--- src/rtl/fetch_prefetch.sv ---
// Instruction fetch stage: owns the PC, issues word fetches to memory and buffers
// returned instructions in a small FIFO that feeds decode over valid/ready.
module fetch_prefetch #(
  parameter logic [31:0] RESET_PC = 32'h0000_0000,
  parameter int unsigned DEPTH    = 4
) (
  input  logic        clk,
  input  logic        reset,
  output logic        fe_req,
  output logic [31:0] fe_addr,
  input  logic        fe_ack,
  input  logic [31:0] fe_data,
  input  logic        redirect,
  input  logic [31:0] redirect_pc,
  output logic        de_valid,
  input  logic        de_ready,
  output logic [31:0] de_pc,
  output logic [31:0] de_instr
);
  localparam int unsigned PW = (DEPTH > 1) ? $clog2(DEPTH) : 1;
  localparam int unsigned CW = $clog2(DEPTH + 1);
  localparam logic [CW:0] DEPTH_W = (CW + 1)'(DEPTH);

  logic [31:0]   pc_q, pc_d;
  logic          inflight_q, inflight_d;
  logic [31:0]   inflight_pc_q, inflight_pc_d;
  logic [PW-1:0] rd_ptr_q, rd_ptr_d, wr_ptr_q, wr_ptr_d;
  logic [CW-1:0] count_q, count_d;

  logic [31:0] mem_pc    [DEPTH];
  logic [31:0] mem_instr [DEPTH];

  logic        ack, push, pop;
  logic [CW:0] occupancy;

  // Slots already promised (stored + awaiting data); registered state only, so a
  // same-cycle pop never opens an extra request and fe_ack cannot loop back here.
  assign occupancy = {1'b0, count_q} + {{CW{1'b0}}, inflight_q};
  assign fe_req    = ~reset & ~redirect & (occupancy < DEPTH_W);
  assign fe_addr   = pc_q & 32'hFFFF_FFFC;

  assign ack  = fe_req & fe_ack;
  assign push = inflight_q & ~redirect;
  assign pop  = de_valid & de_ready & ~redirect;

  assign de_valid = (count_q != '0);
  assign de_pc    = de_valid ? mem_pc[rd_ptr_q]    : 32'h0;
  assign de_instr = de_valid ? mem_instr[rd_ptr_q] : 32'h0;

  always_comb begin
    pc_d          = pc_q;
    inflight_d    = inflight_q;
    inflight_pc_d = inflight_pc_q;
    rd_ptr_d      = rd_ptr_q;
    wr_ptr_d      = wr_ptr_q;
    count_d       = count_q;
    if (redirect) begin
      pc_d       = redirect_pc & 32'hFFFF_FFFC;
      inflight_d = 1'b0;
      rd_ptr_d   = '0;
      wr_ptr_d   = '0;
      count_d    = '0;
    end else begin
      inflight_d = ack;
      if (ack) begin
        pc_d          = pc_q + 32'd4;
        inflight_pc_d = pc_q;
      end
      if (push) wr_ptr_d = wr_ptr_q + 1'b1;
      if (pop)  rd_ptr_d = rd_ptr_q + 1'b1;
      if (push && !pop)      count_d = count_q + 1'b1;
      else if (pop && !push) count_d = count_q - 1'b1;
    end
  end

  always_ff @(posedge clk or posedge reset) begin
    if (reset) begin
      pc_q          <= RESET_PC;
      inflight_q    <= 1'b0;
      inflight_pc_q <= 32'h0;
      rd_ptr_q      <= '0;
      wr_ptr_q      <= '0;
      count_q       <= '0;
    end else begin
      pc_q          <= pc_d;
      inflight_q    <= inflight_d;
      inflight_pc_q <= inflight_pc_d;
      rd_ptr_q      <= rd_ptr_d;
      wr_ptr_q      <= wr_ptr_d;
      count_q       <= count_d;
    end
  end

  // Storage carries no reset; occupancy is tracked by count/pointers alone.
  always_ff @(posedge clk) begin
    if (push) begin
      mem_pc[wr_ptr_q]    <= inflight_pc_q;
      mem_instr[wr_ptr_q] <= fe_data;
    end
  end

endmodule

--- config.mk ---
export PLATFORM = sky130hd
export DESIGN_NAME = fetch_prefetch
export DESIGN_NICKNAME = d
export VERILOG_FILES = /design/src/rtl/fetch_prefetch.sv
export SDC_FILE = /design/constraint.sdc
export NUM_CORES = 1
export LEC_CHECK = 0
export ABC_AREA = 1
export BUFFER_PORTS_ARGS = -buffer_cell sky130_fd_sc_hd__buf_2
export CAP_MARGIN = 30
export CORE_MARGIN = 4
export CORE_UTILIZATION = 50
export DETAILED_ROUTE_END_ITERATION = 8
export PLACE_DENSITY_LB_ADDON = 0.15
export SLEW_MARGIN = 20
export SYNTH_ARGS = -nofsm -noshare
export SYNTH_HDL_FRONTEND = slang
export SYNTH_SLANG_ARGS = --single-unit
export TNS_END_PERCENT = 50
--- constraint.sdc ---
create_clock -name clk -period 4.4 [get_ports clk]
set_clock_uncertainty 0.2 [all_clocks]
set_input_delay 0.66 -clock clk [delete_from_list [all_inputs] [get_ports clk]]
set_output_delay 0.66 -clock clk [all_outputs]
set_load 0.02 [all_outputs]
== Word level (Yosys, flattened, before mapping) ==
Memory sizes are Yosys's and may differ from the RTL's.
Index checks and enable logic that the tools add are counted.
Cells by class
  bitwise operators: 8
  order comparisons: 1
  multiplexer cells: 14
  add/subtract/negate cells: 6
  reduce and logical (&&, ||, !) cells: 10
Operators with widths (number)
  32-bit 2-to-1 mux: 4
  32-bit by 3-bit adder with 32-bit output (second input constant): 1
  3-bit 2-to-1 mux: 3
  2-bit 2-to-1 mux: 4
  1-bit AND: 6
  2-bit nonzero test: 3
  3-bit nonzero test: 2
  2-bit by 1-bit adder with 2-bit output (second input constant): 2
  3-bit by 1-bit adder with 4-bit output: 1
  4-bit by 3-bit less-than comparator with 1-bit output (second input constant): 1
  3-bit by 1-bit adder with 3-bit output (second input constant): 1
  1-bit 2-to-1 mux: 3
  3-bit by 1-bit subtractor with 3-bit output (second input constant): 1
  1-bit logical AND: 2
  1-bit logical NOT: 2
  1-bit inverter: 2
  2-bit AND reduction: 1
Storage, ports and cells
  logic and storage cells: 47
  bits in writable memories: 256
  bits in registers: 72
  memories: 2
Memories
  mem_instr: words 4, width 32, read ports 1, clocked after memory_dff 0, write ports 1, line 31  | logic [31:0] mem_instr [DEPTH];
  mem_pc: words 4, width 32, read ports 1, clocked after memory_dff 0, write ports 1, line 30  | logic [31:0] mem_pc [DEPTH];

== Longest topological paths before layout ==
Gate-level depths: netlist of the first run.
  word-level depth: 7
  mapped depth: 10

== Worst setup path after synthesis of the first run ==
OpenSTA, ideal clock, no wires.
  path type: input -> register
  start point: input port redirect
  end point: memory mem_instr[0][0], enable pin
  cell stages on the path: 4
  required time: 3.718 ns
  arrival time: 3.729 ns
  slack: -0.011 ns
  path buffers: 1
  path through: buf_6 nor2_1 inv_1 nor2_1
On the way
  longest elaborated chain between the ends: 4
RTL lines
  start, declared: line 13  | input logic redirect,
  1-bit inverter (no line)
  1-bit AND: line 43  | assign push = inflight_q & ~redirect;
  1-bit 2-to-1 mux: line 96  | if (push) begin
  1-bit 2-to-1 mux (implied by the code): line 98  | mem_instr[wr_ptr_q] <= fe_data;
  end, declared: line 31
Every way passes these cells.

== Worst setup path after layout of the first run ==
  start point: register rd_ptr_q[0]
  end point: output port de_pc[18]
On the way
  longest elaborated chain between the ends: 2
RTL lines
  start, declared: line 27  | logic [PW-1:0] rd_ptr_q, rd_ptr_d, wr_ptr_q, wr_ptr_d;
  start signal, assigned: line 88  | rd_ptr_q <= rd_ptr_d;
  memory read 4 x 32 bit
  32-bit 2-to-1 mux: line 47  | assign de_pc = de_valid ? mem_pc[rd_ptr_q] : 32'h0;
  end, declared: line 17  | output logic [31:0] de_pc,
Every way passes these cells.

==> results.py, run 1 <==
metrics = {
    "sta": {
        "hold_viol_final": 0,
        "rsz0062_at_grt": "no",
        "max_slew.worst_pin.slew_ns": 0.9429,
        "period_share_pct": 80.26,
        "timing.final.ws_setup_ns": 0.8687,
        "finalCriticalPeriod_ns": 3.531,
        "fmax_ghz": 0.2832,
        "setup_viol": 0,
        "slew_violations": 0,
        "relSlewSlack_pct": 37.05,
    },
    "cts": {
        "htreeDepth": 1,
        "clk_pin_slew_ns": 0.06,
        "post_cts_buffers": 0,
        "cts_tree": "done",
        "cts_buffer_depth": 3,
        "cts_root_buffer": "clkbuf_16",
        "numCtsBuffers": 31,
        "cts_resized": 0,
        "clock-sinks": 316,
        "clkLatencyLatePin_ns": 0.55,
        "cts_hold_buffers": 1,
    },
    "worst_hold_path": {
        "worstHoldStart": "fe_data[31]",
        "whs_path_depth": 1,
        "hold_class": "in2reg",
        "hold_end": "mem_instr[3][31]",
    },
    "routing": {
        "avgViaCountPerCell": 5.212,
        "dr.max_layer_used": "met4",
        "wl_per_cell_um": 16.70,
        "drt_pass1_iterations": 5,
        "routed-via-count": 9273,
        "drc": 0,
        "wl_met3_mm": 1.677,
        "dr.first_iter.drc_count": 765,
        "wl_mm": 29.71,
        "wl_met1_mm": 13.56,
        "wl_met2_mm": 13.74,
        "ant_nets": 0,
    },
    "worst_setup_path": {
        "rr_worst_depth": 5,
        "worstReg2RegStart": "inflight_q",
        "start_kind": "flip-flop",
        "crit_start": "rd_ptr_q[0]",
        "worstReg2RegEnd": "mem_pc[0][24]",
        "crit_arrival_ns": 2.67,
        "ff2ff_setup_slack_ns": 2.02,
        "endpoint_kind": "output pin",
        "critPathKind": "reg2out",
        "path_max_fanout": 84,
        "crit_required_ns": 3.54,
    },
    "power": {
        "internal_power_mw": 5.290,
        "swShare_pct": 30.27,
        "ir_drop_v": 0.0003553,
        "pwr-share-seq_pct": 47.8,
        "p_clk_share_pct": 32.6,
        "power.net_switching_mw": 2.296,
        "p_leak_nw": 6.120,
        "power_density_mw_per_mm2": 490.6,
        "p_total_mw": 7.586,
        "combPwrFrac_pct": 19.6,
    },
    "placement": {
        "dp_cells": 1722,
        "gp_congestion": 0.8441,
        "place_ws_ns": 1.461,
        "portBuffers": 160,
        "place_area_mm2": 0.01450,
        "hpwlAfterDp_mm": 18.20,
    },
    "logic_synthesis": {
        "synth-main-ff-cell": "edfxtp_1",
        "synth-edff-count": 248,
        "synth_area_per_cell_um2": 10.52,
        "synth_top_cell_by_area": "edfxtp_1",
        "synth_area_mm2": 0.01335,
        "synth.distinct_cells": 32,
        "synth_area_leaders": "edfxtp_1 56%, dfrtp_1 13%, nor2_1 8.3%, o21ai_0 5.5%, nand2_1 5.0%",
        "synth_top_area_share_pct": 55.77,
        "synthCells": 1269,
        "synthArstFlopShare_pct": 21.52,
        "ys_seq_elements": 316,
        "ys_warn_count": 0,
        "yosysSeqAreaShare_pct": 68.51,
    },
    "job": {
        "maxCapViolCount": 0,
    },
    "floorplanning": {
        "pin_count": 167,
        "core-area_mm2": 0.02613,
        "die_y_um": 171.4,
        "dieArea_mm2": 0.02939,
        "initial_core_util_pct": 51.10,
        "fp.dieW_um": 171.4,
        "num_rows": 59,
    },
    "finish": {
        "post-route-util_pct": 59.17,
        "nets": 1496,
        "postLayoutCellArea_mm2": 0.01546,
        "fin_cells": 1779,
        "area_growth_pct": 15.80,
        "layout-drive-gt1-share_pct": 16.90,
        "diodes": 0,
    },
    "global_routing": {
        "grt_overflow": 0,
        "grt_max_degree": 85,
        "antenna_found_initial": 0,
        "grt_use_total_pct": 20.16,
        "first_global_vias": 8883,
        "grt_pass1_wl_mm": 47.23,
    },
    "outcome": {
        "status": "complete, no violations",
    },
}
[power groups by stage]
stage          combinational, mW  clock (mW)  sequential (mW)
2_1_floorplan              0.963           0             3.64
3_3_place_gp                1.48           0             3.68
3_5_place_dp                1.50           0             3.69
4_1_cts                     1.50        2.53             3.63
5_1_grt                     1.65        2.67             3.65
6_report                    1.48        2.47             3.63
[cell type report]
cell class	instances	area (um2)
Clock buffer	41	813.3
Clock inverter	15	137.6
Fill cell	2229	10670
Inverter	78	292.8
Multi-Input combinational cell	812	3641
Sequential cell	316	9154
Tap cell	335	419.2
Timing Repair Buffer	182	1006
[stage by stage]
stage               hold slack, ns  setup TNS (ns)
floorplan                   0.2763          -2.758
global placement            0.3030               0
detailed placement          0.3181               0
CTS                        0.08770               0
global route               0.09944               0
finish                      0.1145               0
[registers in the layout, summed over array words and instances, names as in the netlist]
register       cells
count_q            3
inflight_pc_q     30
mem_pc           120
inflight_q         1
pc_q              30
wr_ptr_q           2
mem_instr        128
rd_ptr_q           2
[how the worst max path moves through the flow]
stage | to | slack [ns] | cells after the start
final | de_pc[18] | 0.87 | 5
after global routing | de_instr[7] | 0.72 | 5
after CTS | de_pc[18] | 0.86 | 5
after detailed placement | de_pc[18] | 1.46 | 5
after global placement | mem_instr[0][6] | 1.48 | 5
after floorplan | mem_instr[0][0] | -0.01 | 4
[cells in the mapped netlist (all sizes together), types with 7 or more instances]
cell	number
a21oi	66
buf	28
clkbuf	38
clkinv	9
dfrtp	68
edfxtp	248
inv	69
nand2	179
nand3	65
nor2	298
o211ai	7
o21ai	172
[placed cells by master, fill, tap and decap left out]
cell	instances
bufinv_16	2
dfrtp_1	66
dfrtp_4	1
a21oi_1	66
clkbuf_16	31
or2_2	1
dfrtp_2	1
clkinv_4	2
conb_1	4
inv_6	1
edfxtp_1	248
a22o_1	1
nand2_2	1
nand2_1	177
fa_1	1
clkbuf_1	10
ha_1	5
o21ai_0	146
buf_2	160
inv_2	5
o211ai_1	7
buf_12	3
nor3_4	1
dlygate4sd3_1	1
nand3_1	63
nand3_2	1
o21ai_1	26
clkinv_1	12
nand3_4	1
nor2_1	291
clkinv_2	5
nor2_2	2
nor3_1	4
buf_4	18
nor2_4	5
nand4_1	3
clkinvlp_4	2
nand2_4	1
xor2_1	5
inv_1	64
[critical path, cell delays in order (launching register included)]
cell	delay, ns
dfrtp_4	0.64
inv_2	0.11
buf_4	0.62
o21ai_0	0.20
a21oi_1	0.31
buf_2	0.23
[metal layers]
layer  up-vias  GRT usage, %
li1       4598             -
met1      4355         29.21
met2       270         32.34
met3        50         2.965
met4         0         5.443
met5         -             0
[cells by family (layout without fill, tap and decap cells)]
| kind of cell | after synthesis | after routing | synth area share (%) |
|---|---|---|---|
| DFF | 316 | 316 | 68.51 |
| and+or+nand+nor | 551 | 551 | 16.60 |
| AOI/OAI and AO/OA | 246 | 246 | 9.379 |
| adders and majority gates | 6 | 6 | 0.6184 |
| buffers and inverters | 144 | 316 | 4.535 |
| xor gates and xnor gates | 5 | 5 | 0.3279 |
| other | 1 | 4 | 0.02808 |
No activity file was read; power rests on OpenSTA's default activity.
==> inputs of run 2 (changes only) <==
--- a/config.mk
+++ b/config.mk
@@ -5,7 +5,7 @@
 export SDC_FILE = /design/constraint.sdc
 export NUM_CORES = 1
 export LEC_CHECK = 0
-export ABC_AREA = 1
+export ABC_AREA = 0
 export BUFFER_PORTS_ARGS = -buffer_cell sky130_fd_sc_hd__buf_2
 export CAP_MARGIN = 30
 export CORE_MARGIN = 4
==> constraint.sdc (replaced) <==
create_clock -name clk -period 3.1 [get_ports clk]
set_clock_uncertainty 0.2 [all_clocks]
set_input_delay 0.465 -clock clk [delete_from_list [all_inputs] [get_ports clk]]
set_output_delay 0.465 -clock clk [all_outputs]
set_load 0.02 [all_outputs]
==> run 2 against run 1 <==
Effect of this change:
- worst setup slack lost 0.69 ns
- clock power grew 57%
- wire length shrank 7.8%
- area after synthesis shrank 2.7%
- largest cell class unchanged
- first-iteration DRC count shrank 13%
- final cell count shrank 22%
- highest routed layer unchanged
- critical path depth shrank 1
==> results.py, run 2 <==
metrics = {
    "power": {
        "power_density_mw_per_mm2": 748.9,
        "p_leak_nw": 5.951,
        "p_total_mw": 11.89,
        "ir_drop_v": 0.0005645,
    },
    "logic_synthesis": {
        "ys_seq_elements": 316,
        "synthArstFlopShare_pct": 21.52,
        "synthCells": 805,
        "ys_warn_count": 0,
        "synth_top_cell_by_area": "edfxtp_1",
        "synth_top_area_share_pct": 57.29,
        "synth_area_per_cell_um2": 16.15,
        "synth-edff-count": 248,
        "synth.distinct_cells": 56,
        "synth_area_leaders": "edfxtp_1 57%, dfrtp_1 13%, mux4_2 11%, and2_1 3.4%, nand2_1 2.9%",
        "synth_area_mm2": 0.01300,
        "synth.most_common_cell": "edfxtp_1",
        "synth-main-ff-cell": "edfxtp_1",
        "ys_top_cells_by_count": "248 x edfxtp_1, 100 x nand2_1, 71 x and2_1",
        "yosysSeqAreaShare_pct": 70.38,
    },
    "routing": {
        "ant_nets": 0,
        "wl_per_cell_um": 19.80,
        "avgViaCountPerCell": 5.637,
        "routed-via-count": 7801,
        "wl_mm": 27.41,
        "dr.first_iter.drc_count": 662,
        "drc": 0,
        "drt_pass1_iterations": 5,
    },
    "sta": {
        "setup_viol": 0,
        "hold_viol_final": 0,
        "rsz0062_at_grt": "no",
        "slew_violations": 0,
        "period_share_pct": 94.24,
        "relSlewSlack_pct": 55.28,
        "finalCriticalPeriod_ns": 2.921,
        "hold_slack_ns": 0.02496,
        "max_slew.worst_pin.slew_ns": 0.6646,
        "fmax_ghz": 0.3423,
        "fin_tns_setup_ns": 0,
    },
    "finish": {
        "regMostFlops": "mem_instr",
        "largest_reg_flops": 128,
        "reg_top3": "mem_instr: 128 flops, mem_pc: 120 flops",
        "layout-drive-gt1-share_pct": 30.08,
        "n_fill_cell": 1906,
        "final_common_cell": "edfxtp_1",
        "nets": 1104,
        "diodes": 0,
        "post-route-util_pct": 62.53,
        "area_growth_pct": 22.17,
        "final_cell_mix": "248 x edfxtp_1, 160 x buf_2, 100 x nand2_1",
    },
    "floorplanning": {
        "fp.dieW_um": 169.2,
        "die_y_um": 169.2,
        "num_rows": 58,
        "dieArea_mm2": 0.02864,
        "pin_count": 167,
        "core-area_mm2": 0.02540,
        "initial_core_util_pct": 51.18,
    },
    "cts": {
        "post_cts_buffers": 0,
        "numCtsBuffers": 34,
        "clock-sinks": 316,
        "clkLatencyLatePin_ns": 0.51,
        "clk_pin_slew_ns": 0.06,
        "cts_tree": "done",
        "cts_buffer_depth": 3,
        "htreeDepth": 2,
        "cts_root_buffer": "clkbuf_16",
    },
    "global_routing": {
        "grt_overflow": 0,
        "grt_pass1_wl_mm": 44.21,
        "grt_max_degree": 45,
        "antenna_found_initial": 0,
        "first_global_vias": 8003,
        "grt_use_total_pct": 19.45,
    },
    "worst_setup_path": {
        "worst_path_max_delay_cell": "dfrtp_4",
        "crit_cells": 4,
        "endpoint_kind": "output pin",
        "rr_worst_depth": 4,
        "path_max_fanout": 12,
        "crit_arrival_ns": 2.26,
        "cp_cell_sequence": "buf_4, mux4_2, and2_1, buf_2",
        "crit_required_ns": 2.43,
        "cp_num_buf_inv": 2,
        "start_kind": "flip-flop",
        "crit_family": "flip-flops",
        "critPathKind": "reg2out",
        "cpPeakStageDelay_ns": 0.59,
    },
    "worst_hold_path": {
        "whs_path_depth": 2,
        "hold_class": "in2reg",
    },
    "placement": {
        "hpwlAfterDp_mm": 17.17,
        "gp_congestion": 0.8739,
        "portBuffers": 160,
    },
    "outcome": {
        "status": "complete, no violations",
    },
    "job": {
        "maxCapViolCount": 0,
    },
}
-- run 2: through the flow --
stage          instance area (um2)  setup WS (ns)  instances
5_1_grt                      15880        0.04715       1384
3_3_place_gp                 14340         0.5829       1277
2_1_floorplan                13010         0.1897        808
4_1_cts                      15880        0.05596       1384
3_5_place_dp                 14340         0.5499       1277
6_report                     15880         0.1786       1384
-- run 2: final timing paths --
check	slack [ns]	startpoint	to
worst max-delay path	0.18	rd_ptr_q[0]	de_pc[11]
worst min-delay path	0.02	redirect_pc[6]	pc_q[6]
worst max register to register	0.70	pc_q[7]	pc_q[31]
worst min register to register	0.33	inflight_pc_q[30]	mem_pc[1][30]
max in group asynchronous	1.54	reset	inflight_pc_q[25]
min in group asynchronous	0.44	reset	inflight_pc_q[12]
-- run 2: area by class of cell --
class | instances | area (um2) | share of cell area, %
multi-input combinational | 426 | 3576 | 22.52
inverter | 13 | 48.80 | 0.3073
sequential | 316 | 9154 | 57.64
tap | 330 | 412.9 | 2.600
clock inverter | 17 | 136.4 | 0.8587
clock buffer | 44 | 939.7 | 5.917
timing repair buffer | 238 | 1614 | 10.16
-- run 2: routing by layer --
layer / track usage (%) / part of all wire [%] / vias to the layer above
met1: 28.66 / 44 / 3899
met3: 4.146 / 7.5 / 36
li1: - / - / 3561
met5: 0 / 0 / -
met4: 4.410 / 1.6 / 0
met2: 30.43 / 47 / 305
-- run 2: report_power, final --
group / internal [mW] / leakage (nW) / switching [mW]
Sequential: 4.95 / 3.10 / 0.342
Combinational: 1.20 / 2.32 / 1.53
Clock: 2.31 / 0.533 / 1.57
-- run 2: what timing repair did --
action                                 in CTS  in global routing
setup endpoints to repair                   0                  4
hold buffers                               46                  0
resized for setup                           0                  1
endpoints found under the hold margin     168                  0
-- run 2: cell families after synthesis --
logic type	count (synthesis)	synth area share [%]
AOI/OAI and AO/OA	64	3.715
xor gates and xnor gates	5	0.3369
adders and majority gates	6	0.6352
buffers and inverters	66	2.320
DFF	316	70.38
muxes	65	10.98
other	1	0.02885
and+or+nand+nor	282	11.61
-- run 2: worst reg2reg max path: cells and delay by family (launching register included) --
family / cells / cell delay [ns]
DFF: 1 / 0.51
AOI/OAI and AO/OA: 1 / 0.31
and+or+nand+nor: 3 / 1.27
==> inputs of run 3 (changes only) <==
--- a/config.mk
+++ b/config.mk
@@ -8,9 +8,12 @@
 export ABC_AREA = 0
 export BUFFER_PORTS_ARGS = -buffer_cell sky130_fd_sc_hd__buf_2
 export CAP_MARGIN = 30
+export CELL_PAD_IN_SITES_DETAIL_PLACEMENT = 0
+export CELL_PAD_IN_SITES_GLOBAL_PLACEMENT = 1
 export CORE_MARGIN = 4
-export CORE_UTILIZATION = 50
+export CORE_UTILIZATION = 44
 export DETAILED_ROUTE_END_ITERATION = 8
+export HOLD_SLACK_MARGIN = 0.08
 export PLACE_DENSITY_LB_ADDON = 0.15
 export SLEW_MARGIN = 20
 export SYNTH_ARGS = -nofsm -noshare
==> run 3 against run 2 <==
Effect of this change:
- count of clock-buffer cells in the layout down 7
- utilization down 6.5 points
- combinational power up 2%
- sequential cell count unchanged
- worst setup slack better by 0.079 ns
- wire length up 5.5%
- cell area up 2.0%
- critical endpoint is now de_instr[18]
- largest cell class unchanged
==> results.py, run 3 (synthesized netlist as in run 2, its figures left out) <==
metrics = {
    "finish": {
        "final_cell_mix": "248 x edfxtp_1, 160 x buf_2, 100 x nand2_1",
        "multi_input_area_mm2": 0.003576,
        "reg_top3": "mem_instr: 128 flops, mem_pc: 120 flops",
        "final_common_cell": "edfxtp_1",
        "area_growth_pct": 24.62,
        "largest_reg_flops": 128,
        "layout-drive-gt1-share_pct": 30.56,
        "n_fill_cell": 2329,
        "regMostFlops": "mem_instr",
        "nets": 1119,
        "diodes": 0,
        "regArea_mm2": 0.009154,
    },
    "routing": {
        "drc": 0,
        "ant_nets": 0,
        "wl_mm": 28.90,
        "wl_per_cell_um": 19.88,
        "avgViaCountPerCell": 5.363,
        "drt_pass1_iterations": 5,
        "dr.first_iter.drc_count": 478,
        "routed-via-count": 7798,
    },
    "global_routing": {
        "antenna_found_initial": 0,
        "use_met2_pct": 28.64,
        "grt_max_degree": 66,
        "met1_usage_pct": 25.75,
        "busiest_layer": "met2",
        "grt_use_total_pct": 17.81,
        "grtUsageMet3_pct": 3.416,
        "grt_pass1_wl_mm": 46.13,
        "first_global_vias": 7942,
        "grt_overflow": 0,
    },
    "power": {
        "p_leak_nw": 6.050,
        "ir_drop_v": 0.0003517,
        "power_density_mw_per_mm2": 754.2,
    },
    "worst_setup_path": {
        "crit_required_ns": 2.43,
        "path_max_fanout": 65,
        "cpPeakStageDelay_ns": 0.48,
        "worst_path_max_delay_cell": "dfrtp_1",
        "crit_family": "simple AND/OR/NAND/NOR gates",
        "start_kind": "flip-flop",
        "cp_cell_sequence": "or3_2, buf_4, and2_1, buf_2",
        "cp_num_buf_inv": 2,
        "crit_arrival_ns": 2.18,
        "endpoint_kind": "output pin",
        "critPathKind": "reg2out",
    },
    "floorplanning": {
        "initial_core_util_pct": 44.93,
        "die_y_um": 179.9,
        "core-area_mm2": 0.02894,
        "pin_count": 167,
        "num_rows": 62,
        "dieArea_mm2": 0.03236,
        "fp.dieW_um": 179.9,
    },
    "placement": {
        "hpwlAfterDp_mm": 18.25,
        "gp_congestion": 0.7979,
        "portBuffers": 160,
    },
    "job": {
        "maxCapViolCount": 0,
    },
    "sta": {
        "max_slew.worst_pin.slew_ns": 0.9762,
        "rsz0062_at_grt": "no",
        "period_share_pct": 91.70,
        "finalCriticalPeriod_ns": 2.843,
        "fmax_ghz": 0.3518,
        "setup_viol": 0,
        "slew_violations": 0,
        "hold_viol_final": 0,
        "hold_slack_ns": 0.1105,
        "relSlewSlack_pct": 34.92,
        "fin_tns_setup_ns": 0,
    },
    "outcome": {
        "status": "complete, no violations",
    },
    "cts": {
        "clk_pin_slew_ns": 0.06,
        "cts_root_buffer": "clkbuf_16",
        "htreeDepth": 2,
        "numCtsBuffers": 35,
        "clkLatencyLatePin_ns": 0.51,
        "cts_buffer_depth": 3,
        "cts_resized": 0,
        "cts_tree": "done",
        "clock-sinks": 316,
    },
    "worst_hold_path": {
        "hold_class": "in2reg",
    },
}
run 3: worst paths after layout:
kind                                   from           endpoint  slack (ns)  cells after the start
hold reg to reg            inflight_pc_q[7]       mem_pc[0][7]        0.32                      0
hold / removal              redirect_pc[30]           pc_q[30]        0.11                      4
setup / recovery                 count_q[2]       de_instr[18]        0.26                      4
max in group asynchronous             reset  inflight_pc_q[23]        1.57                      4
setup reg to reg                 inflight_q         count_q[2]        0.63                      6
min in group asynchronous             reset  inflight_pc_q[13]        0.46                      3
run 3: per-stage QoR:
stage,cells,power (mW),worst slack (ns),cell area (um2),util (%)
after floorplan,808,7.118,0.1897,13010,-
after global placement,1326,8.092,0.5891,14390,49.72
after CTS,1450,12.36,0.04664,16170,55.89
final,1454,12.22,0.2573,16200,55.99
after detailed placement,1326,8.113,0.6059,14390,49.72
after global routing,1454,12.82,0.1362,16200,55.99
run 3: metal layers:
layer | wire length (um) | vias up | part of all wire [%]
li1 | - | 3600 | -
met1 | 13010 | 3904 | 45
met2 | 13710 | 255 | 47
met3 | 1747 | 39 | 6.0
met4 | 428 | 0 | 1.5
met5 | 0 | - | 0
run 3: worst min-delay path: cells and delay by family:
family                 cells  cell delay (ns)
AO/OA/AOI/OAI              1             0.10
AND/OR/NAND/NOR            2             0.14
buffers and inverters      1             0.08
run 3: cell type report:
class	instances	area share [%]
clock inverters	26	1.722
repair buffers	252	10.92
multi-input cells	426	22.07
clock buffers	37	5.514
flip-flops and latches	316	56.50
well taps	384	2.966
inverters	13	0.3012
run 3: timing repair:
action	in CTS	in global routing
endpoints found under the hold margin	180	0
setup buffers	0	4
setup endpoints to repair	0	3
hold buffers	61	0
run 3: where the power goes:
| part | leakage, nW | internal, mW | switching (mW) |
|---|---|---|---|
| logic | 2.38 | 1.23 | 1.55 |
| registers | 3.10 | 4.95 | 0.329 |
| clock network | 0.571 | 2.53 | 1.64 |
